==> src/rtl/io_bridge_if.sv <==
// CPU-side request/response and peripheral-side strobe/data signals of the I/O bridge.
interface io_bridge_if;
  logic        cpu_req;
  logic        cpu_we;
  logic [7:0]  cpu_addr;
  logic [7:0]  cpu_wdata;
  logic [7:0]  cpu_rdata;
  logic        cpu_ack;
  logic        cpu_busy;
  logic [7:0]  io_addr;
  logic [7:0]  io_din;
  logic [3:0]  io_w_en;
  logic [3:0]  io_r_en;
  logic [31:0] io_dout_bus;

  modport master (
    output cpu_req, cpu_we, cpu_addr, cpu_wdata, io_dout_bus,
    input  cpu_rdata, cpu_ack, cpu_busy, io_addr, io_din, io_w_en, io_r_en
  );

  modport slave (
    input  cpu_req, cpu_we, cpu_addr, cpu_wdata, io_dout_bus,
    output cpu_rdata, cpu_ack, cpu_busy, io_addr, io_din, io_w_en, io_r_en
  );
endinterface

==> src/rtl/io_bridge.sv <==
// Turns one CPU I/O request into a single-cycle slot strobe, waits out the
// peripheral read latency and returns read data with a one-cycle acknowledge.
module io_bridge #(
  parameter int unsigned READ_LATENCY  = 1,
  parameter logic [3:0]  SLOT_MASK     = 4'b0001,
  parameter logic [7:0]  UNMAPPED_DATA = 8'hFF
) (
  input logic         clk,
  input logic         rst,
  io_bridge_if.slave  bus
);

  typedef enum logic [1:0] {IDLE, ISSUE, WAIT, ACK} state_t;

  localparam logic [2:0] LAT = 3'(READ_LATENCY);

  state_t     state;
  state_t     state_nxt;
  logic       we_q;
  logic [7:0] addr_q;
  logic [7:0] wdata_q;
  logic [7:0] rdata_q;
  logic [2:0] cnt;

  logic [1:0] slot;
  logic       mapped;
  logic [3:0] slot_hot;
  logic [3:0] w_en;
  logic [3:0] r_en;
  logic       ack;
  logic       busy;

  assign slot     = addr_q[7:6];
  assign mapped   = SLOT_MASK[slot];
  assign slot_hot = 4'b0001 << slot;

  always_ff @(posedge clk or posedge rst) begin
    if (rst) state <= IDLE;
    else     state <= state_nxt;
  end

  // Strobes and ack decode from the registered state so a reset clears them at once.
  always_comb begin
    state_nxt = state;
    w_en      = 4'b0000;
    r_en      = 4'b0000;
    ack       = 1'b0;
    busy      = 1'b1;
    case (state)
      IDLE: begin
        busy = 1'b0;
        if (bus.cpu_req) state_nxt = ISSUE;
      end
      ISSUE: begin
        if (mapped) begin
          if (we_q) w_en = slot_hot;
          else      r_en = slot_hot;
        end
        state_nxt = (mapped && !we_q) ? WAIT : ACK;
      end
      WAIT: begin
        if (cnt == 3'd1) state_nxt = ACK;
      end
      ACK: begin
        ack       = 1'b1;
        state_nxt = IDLE;
      end
      default: state_nxt = IDLE;
    endcase
  end

  always_ff @(posedge clk or posedge rst) begin
    if (rst) begin
      we_q    <= 1'b0;
      addr_q  <= 8'h00;
      wdata_q <= 8'h00;
      rdata_q <= 8'h00;
      cnt     <= 3'd0;
    end else begin
      case (state)
        IDLE: begin
          if (bus.cpu_req) begin
            we_q    <= bus.cpu_we;
            addr_q  <= bus.cpu_addr;
            wdata_q <= bus.cpu_wdata;
          end
        end
        ISSUE: begin
          if (!we_q) begin
            if (mapped) cnt     <= LAT;
            else        rdata_q <= UNMAPPED_DATA;
          end
        end
        WAIT: begin
          cnt <= cnt - 3'd1;
          // The last wait cycle is exactly when the peripheral's registered data is valid.
          if (cnt == 3'd1) rdata_q <= bus.io_dout_bus[{slot, 3'b000} +: 8];
        end
        default: ;
      endcase
    end
  end

  assign bus.cpu_rdata = rdata_q;
  assign bus.cpu_ack   = ack;
  assign bus.cpu_busy  = busy;
  assign bus.io_addr   = {2'b00, addr_q[5:0]};
  assign bus.io_din    = wdata_q;
  assign bus.io_w_en   = w_en;
  assign bus.io_r_en   = r_en;

endmodule

==> src/flat_wrapper.sv <==
// flat-port wrapper written by rule: the top's interface ports become plain ports
module io_bridge_flat 
#(
  parameter int unsigned READ_LATENCY  = 1,
  parameter logic [3:0]  SLOT_MASK     = 4'b0001,
  parameter logic [7:0]  UNMAPPED_DATA = 8'hFF
)
  (clk, rst, bus_cpu_req, bus_cpu_we, bus_cpu_addr, bus_cpu_wdata, bus_io_dout_bus, bus_cpu_rdata, bus_cpu_ack, bus_cpu_busy, bus_io_addr, bus_io_din, bus_io_w_en, bus_io_r_en);
  io_bridge_if bus_i ();
  input logic clk;
  input logic rst;
  input wire logic [$bits(bus_i.cpu_req)-1:0] bus_cpu_req;
  input wire logic [$bits(bus_i.cpu_we)-1:0] bus_cpu_we;
  input wire logic [$bits(bus_i.cpu_addr)-1:0] bus_cpu_addr;
  input wire logic [$bits(bus_i.cpu_wdata)-1:0] bus_cpu_wdata;
  input wire logic [$bits(bus_i.io_dout_bus)-1:0] bus_io_dout_bus;
  output wire logic [$bits(bus_i.cpu_rdata)-1:0] bus_cpu_rdata;
  output wire logic [$bits(bus_i.cpu_ack)-1:0] bus_cpu_ack;
  output wire logic [$bits(bus_i.cpu_busy)-1:0] bus_cpu_busy;
  output wire logic [$bits(bus_i.io_addr)-1:0] bus_io_addr;
  output wire logic [$bits(bus_i.io_din)-1:0] bus_io_din;
  output wire logic [$bits(bus_i.io_w_en)-1:0] bus_io_w_en;
  output wire logic [$bits(bus_i.io_r_en)-1:0] bus_io_r_en;
  assign bus_i.cpu_req = bus_cpu_req;
  assign bus_i.cpu_we = bus_cpu_we;
  assign bus_i.cpu_addr = bus_cpu_addr;
  assign bus_i.cpu_wdata = bus_cpu_wdata;
  assign bus_i.io_dout_bus = bus_io_dout_bus;
  assign bus_cpu_rdata = bus_i.cpu_rdata;
  assign bus_cpu_ack = bus_i.cpu_ack;
  assign bus_cpu_busy = bus_i.cpu_busy;
  assign bus_io_addr = bus_i.io_addr;
  assign bus_io_din = bus_i.io_din;
  assign bus_io_w_en = bus_i.io_w_en;
  assign bus_io_r_en = bus_i.io_r_en;
  io_bridge #(.READ_LATENCY(READ_LATENCY), .SLOT_MASK(SLOT_MASK), .UNMAPPED_DATA(UNMAPPED_DATA)) u_core (.clk(clk), .rst(rst), .bus(bus_i));
endmodule
==> config.mk <==
export PLATFORM = sky130hd
export DESIGN_NAME = io_bridge_flat
export DESIGN_NICKNAME = d
export VERILOG_FILES = /design/src/rtl/io_bridge_if.sv /design/src/rtl/io_bridge.sv /design/src/flat_wrapper.sv
export SDC_FILE = /design/constraint.sdc
export NUM_CORES = 1
export LEC_CHECK = 0
export CORE_AREA = 3 3 70 72
export CTS_CLUSTER_SIZE = 8
export DETAILED_ROUTE_END_ITERATION = 8
export DIE_AREA = 0 0 73 75
export PLACE_DENSITY = 0.88
export SLEW_MARGIN = 30
export SYNTH_ARGS = -nofsm -noshare
export SYNTH_HDL_FRONTEND = slang
export SYNTH_SLANG_ARGS = --single-unit
==> constraint.sdc <==
create_clock -name clk -period 2.3 [get_ports clk]
set_clock_uncertainty 0.15 [all_clocks]
set_input_delay 0.46 -clock clk [delete_from_list [all_inputs] [get_ports clk]]
set_output_delay 0.46 -clock clk [all_outputs]
set_load 0.02 [all_outputs]
==> impl_metrics.json <==
{
  "outcome": "complete, no violations",
  "ys.warnings.count": 0,
  "yosys.area.top_type_share": 0.440,
  "min_period_ns": 2.21,
  "routedWlPerCell_um": 14.7,
  "cts_buffer_depth": 2,
  "first_pass_iters": 4,
  "grt_pass1_wl_mm": 6.09,
  "core_area_um2": 4350,
  "vias": 1336,
  "path_class": "flip-flop to primary output",
  "cts_buffers": 5,
  "critical_path_arrival_ns": 1.60,
  "max_slew_margin": 0.597,
  "synth_area_leaders": "dfrtp_1 44%, mux2_2 17%, mux2i_1 10%",
  "end_kind": "primary output",
  "ys_async_sr_fraction": 1.00,
  "rrSetupSlack_ns": 0.15,
  "drv_cap": 0,
  "hold_path.class": "flip-flop to flip-flop",
  "met3_length_um": 448,
  "most-common-layout-cells": "74 x clkdlybuf4s50_1, 30 x dfrtp_1, 26 x mux2_2",
  "rr_worst_depth": 5,
  "overflow": 0,
  "grt_start_max_net_pins": 31,
  "p_int_mw": 2.06,
  "hold_path_end": "u_core.addr_q[0]$_DFFE_PP0P_",
  "drc": 0,
  "syn_inst": 140,
  "p_seq_frac": 0.280,
  "required_ns": 1.69,
  "fin_ws_ns": 0.0898,
  "grt_pass1_vias": 1352,
  "drive_gt1_frac": 0.208,
  "top_layer": "met4",
  "p_leak_nw": 1.11,
  "hpwl_mm": 3.06,
  "clockPowerShare": 0.129,
  "hold_viol": 0,
  "seq_area_frac_synth": 0.440,
  "drt_iter0_drc": 37,
  "ioPinCount": 86,
  "swShare": 0.381,
  "ant_nets": 0,
  "clkSinkCount": 30,
  "die_y_um": 75,
  "synth_area_um2": 1710,
  "power.density_nw_per_um2": 1290,
  "crit_fanout": 3,
  "fin_crit_sh": 0.961,
  "track_usage": 0.145,
  "diodes": 0,
  "yosys.area.top_type": "dfrtp_1",
  "post-place-cells": 265,
  "r2r_end": "u_core.bus.cpu_rdata[0]$_DFFE_PP0P_",
  "power_frac_comb": 0.591,
  "start_util": 0.392,
  "cp-start-kind": "flip-flop",
  "hp-start": "u_core.addr_q[0]$_DFFE_PP0P_",
  "drv_slew": 0,
  "synth_cell_types": 28,
  "dieWidth_um": 73,
  "layout.cells.most_common": "clkdlybuf4s50_1",
  "dp_slack_ns": -0.0604,
  "maxClockFrequency_ghz": 0.452,
  "final_cells": 273,
  "wl_met1_mm": 1.48,
  "synth_ff_type": "dfrtp_1",
  "nNetsFinal": 279,
  "synth_edf_count": 0,
  "max_slew.worst_pin.slew_ns": 0.599,
  "syn_area_per_cell_um2": 12.2,
  "r2r-start": "u_core.state[0]$_DFFE_PP0P_",
  "cts-root-buf": "clkbuf_8",
  "switchingPower_mw": 1.27,
  "holdPathStages": 1,
  "h-tree-depth": 2,
  "row_count": 24,
  "via_per_inst": 4.89,
  "cts_tree": "done",
  "clk_latency_ns": 0.27,
  "gp_congestion": 0.736,
  "setup_viol_count_final": 0,
  "p_total_mw": 3.34,
  "ys_ff_latch": 30,
  "postRouteWirelength_mm": 4.02,
  "dieArea_um2": 5480,
  "clkTransAtPathRegs_ns": 0.06,
  "grt_antenna_before_repair": 0,
  "area_growth_syn_to_layout_pct": 52.0,
  "peakVddDrop_v": 0.000676,
  "port_buffers": 77,
  "dr_wl_met2_mm": 2.04,
  "post-cts-setup-buffers": 0
}
## cell type report
cell class | count | area [um^2]
Clock inverter | 1 | 5.00
Timing Repair Buffer | 86 | 836
Clock buffer | 7 | 86.3
Inverter | 6 | 22.5
Sequential cell | 30 | 751
Multi-Input combinational cell | 91 | 831
Tap cell | 52 | 65.1
Fill cell | 356 | 1760
## synthesized netlist by cell type (all sizes together) (2+ instances only)
| cell type | instances |
|---|---|
| mux2i | 17 |
| ha | 7 |
| nand2b | 5 |
| nor2b | 3 |
| and2 | 2 |
| dfrtp | 30 |
| inv | 6 |
| nor2 | 2 |
| a22oi | 8 |
| mux2 | 26 |
| buf | 20 |
| nand2 | 2 |
## logic make-up after synthesis
family                   share of synthesized area
AO/OA/AOI/OAI                               0.0777
adder cells (fa/ha/maj)                     0.0513
buffers and inverters                       0.0960
flip-flops                                   0.440
multiplexers                                 0.271
other                                      0.00220
AND/OR/NAND/NOR                             0.0623
## sequential cells by signal (all words and copies together), names as in the netlist
name and flops:
u_core.addr_q 8, u_core.bus.cpu_rdata 8, u_core.bus.io_din 8, u_core.cnt 3
u_core.state 2, u_core.we_q 1
## worst max-delay path by stage
stage	startpoint	end	slack, ns	cells after the start
after floorplan	u_core.state[1]$_DFFE_PP0P_	bus_io_r_en[0]	0.24	4
after global placement	u_core.state[1]$_DFFE_PP0P_	bus_io_r_en[0]	0.06	5
after detailed placement	u_core.state[1]$_DFFE_PP0P_	bus_io_r_en[0]	-0.06	5
after CTS	u_core.state[0]$_DFFE_PP0P_	bus_cpu_busy	0.003	4
after global routing	u_core.state[1]$_DFFE_PP0P_	bus_io_w_en[0]	-0.03	5
final	u_core.state[1]$_DFFE_PP0P_	bus_io_w_en[0]	0.09	5
## metrics by stage
step           hold slack (ns)   util  setup TNS [ns]  instance area [um^2]
3_3_place_gp             0.333  0.573               0                  2500
3_5_place_dp             0.345  0.573          -0.112                  2500
4_1_cts                  0.359  0.595               0                  2590
5_1_grt                  0.374  0.596         -0.0280                  2600
6_report                 0.354  0.596               0                  2600
2_1_floorplan            0.310      -               0                  1730
## repair_timing
| item | in CTS | in global routing |
|---|---|---|
| hold buffers | 0 | 0 |
| endpoints found under the setup margin | 2 | 3 |
| gates resized for setup | 3 | 5 |
## per-layer routing
layer	GRT usage	up-vias
met5	0	-
met4	0.0594	0
met3	0.0494	5
met2	0.258	63
met1	0.157	638
li1	-	630
## power groups by stage
stage | registers, mW | logic [mW] | clock network [mW]
6_report | 0.935 | 1.97 | 0.430
2_1_floorplan | 1.07 | 1.16 | 0
3_5_place_dp | 0.932 | 1.98 | 0
3_3_place_gp | 0.916 | 1.94 | 0
5_1_grt | 0.970 | 2.12 | 0.469
4_1_cts | 0.928 | 1.99 | 0.443
## critical path, cell delays in order (launching register included)
cell and delay, ns:
dfrtp_1 0.37, inv_1 0.07, ha_1 0.20, nor3b_4 0.24, and2_1 0.15, clkdlybuf4s15_1 0.29
No activity file was read; power rests on OpenSTA's default activity.
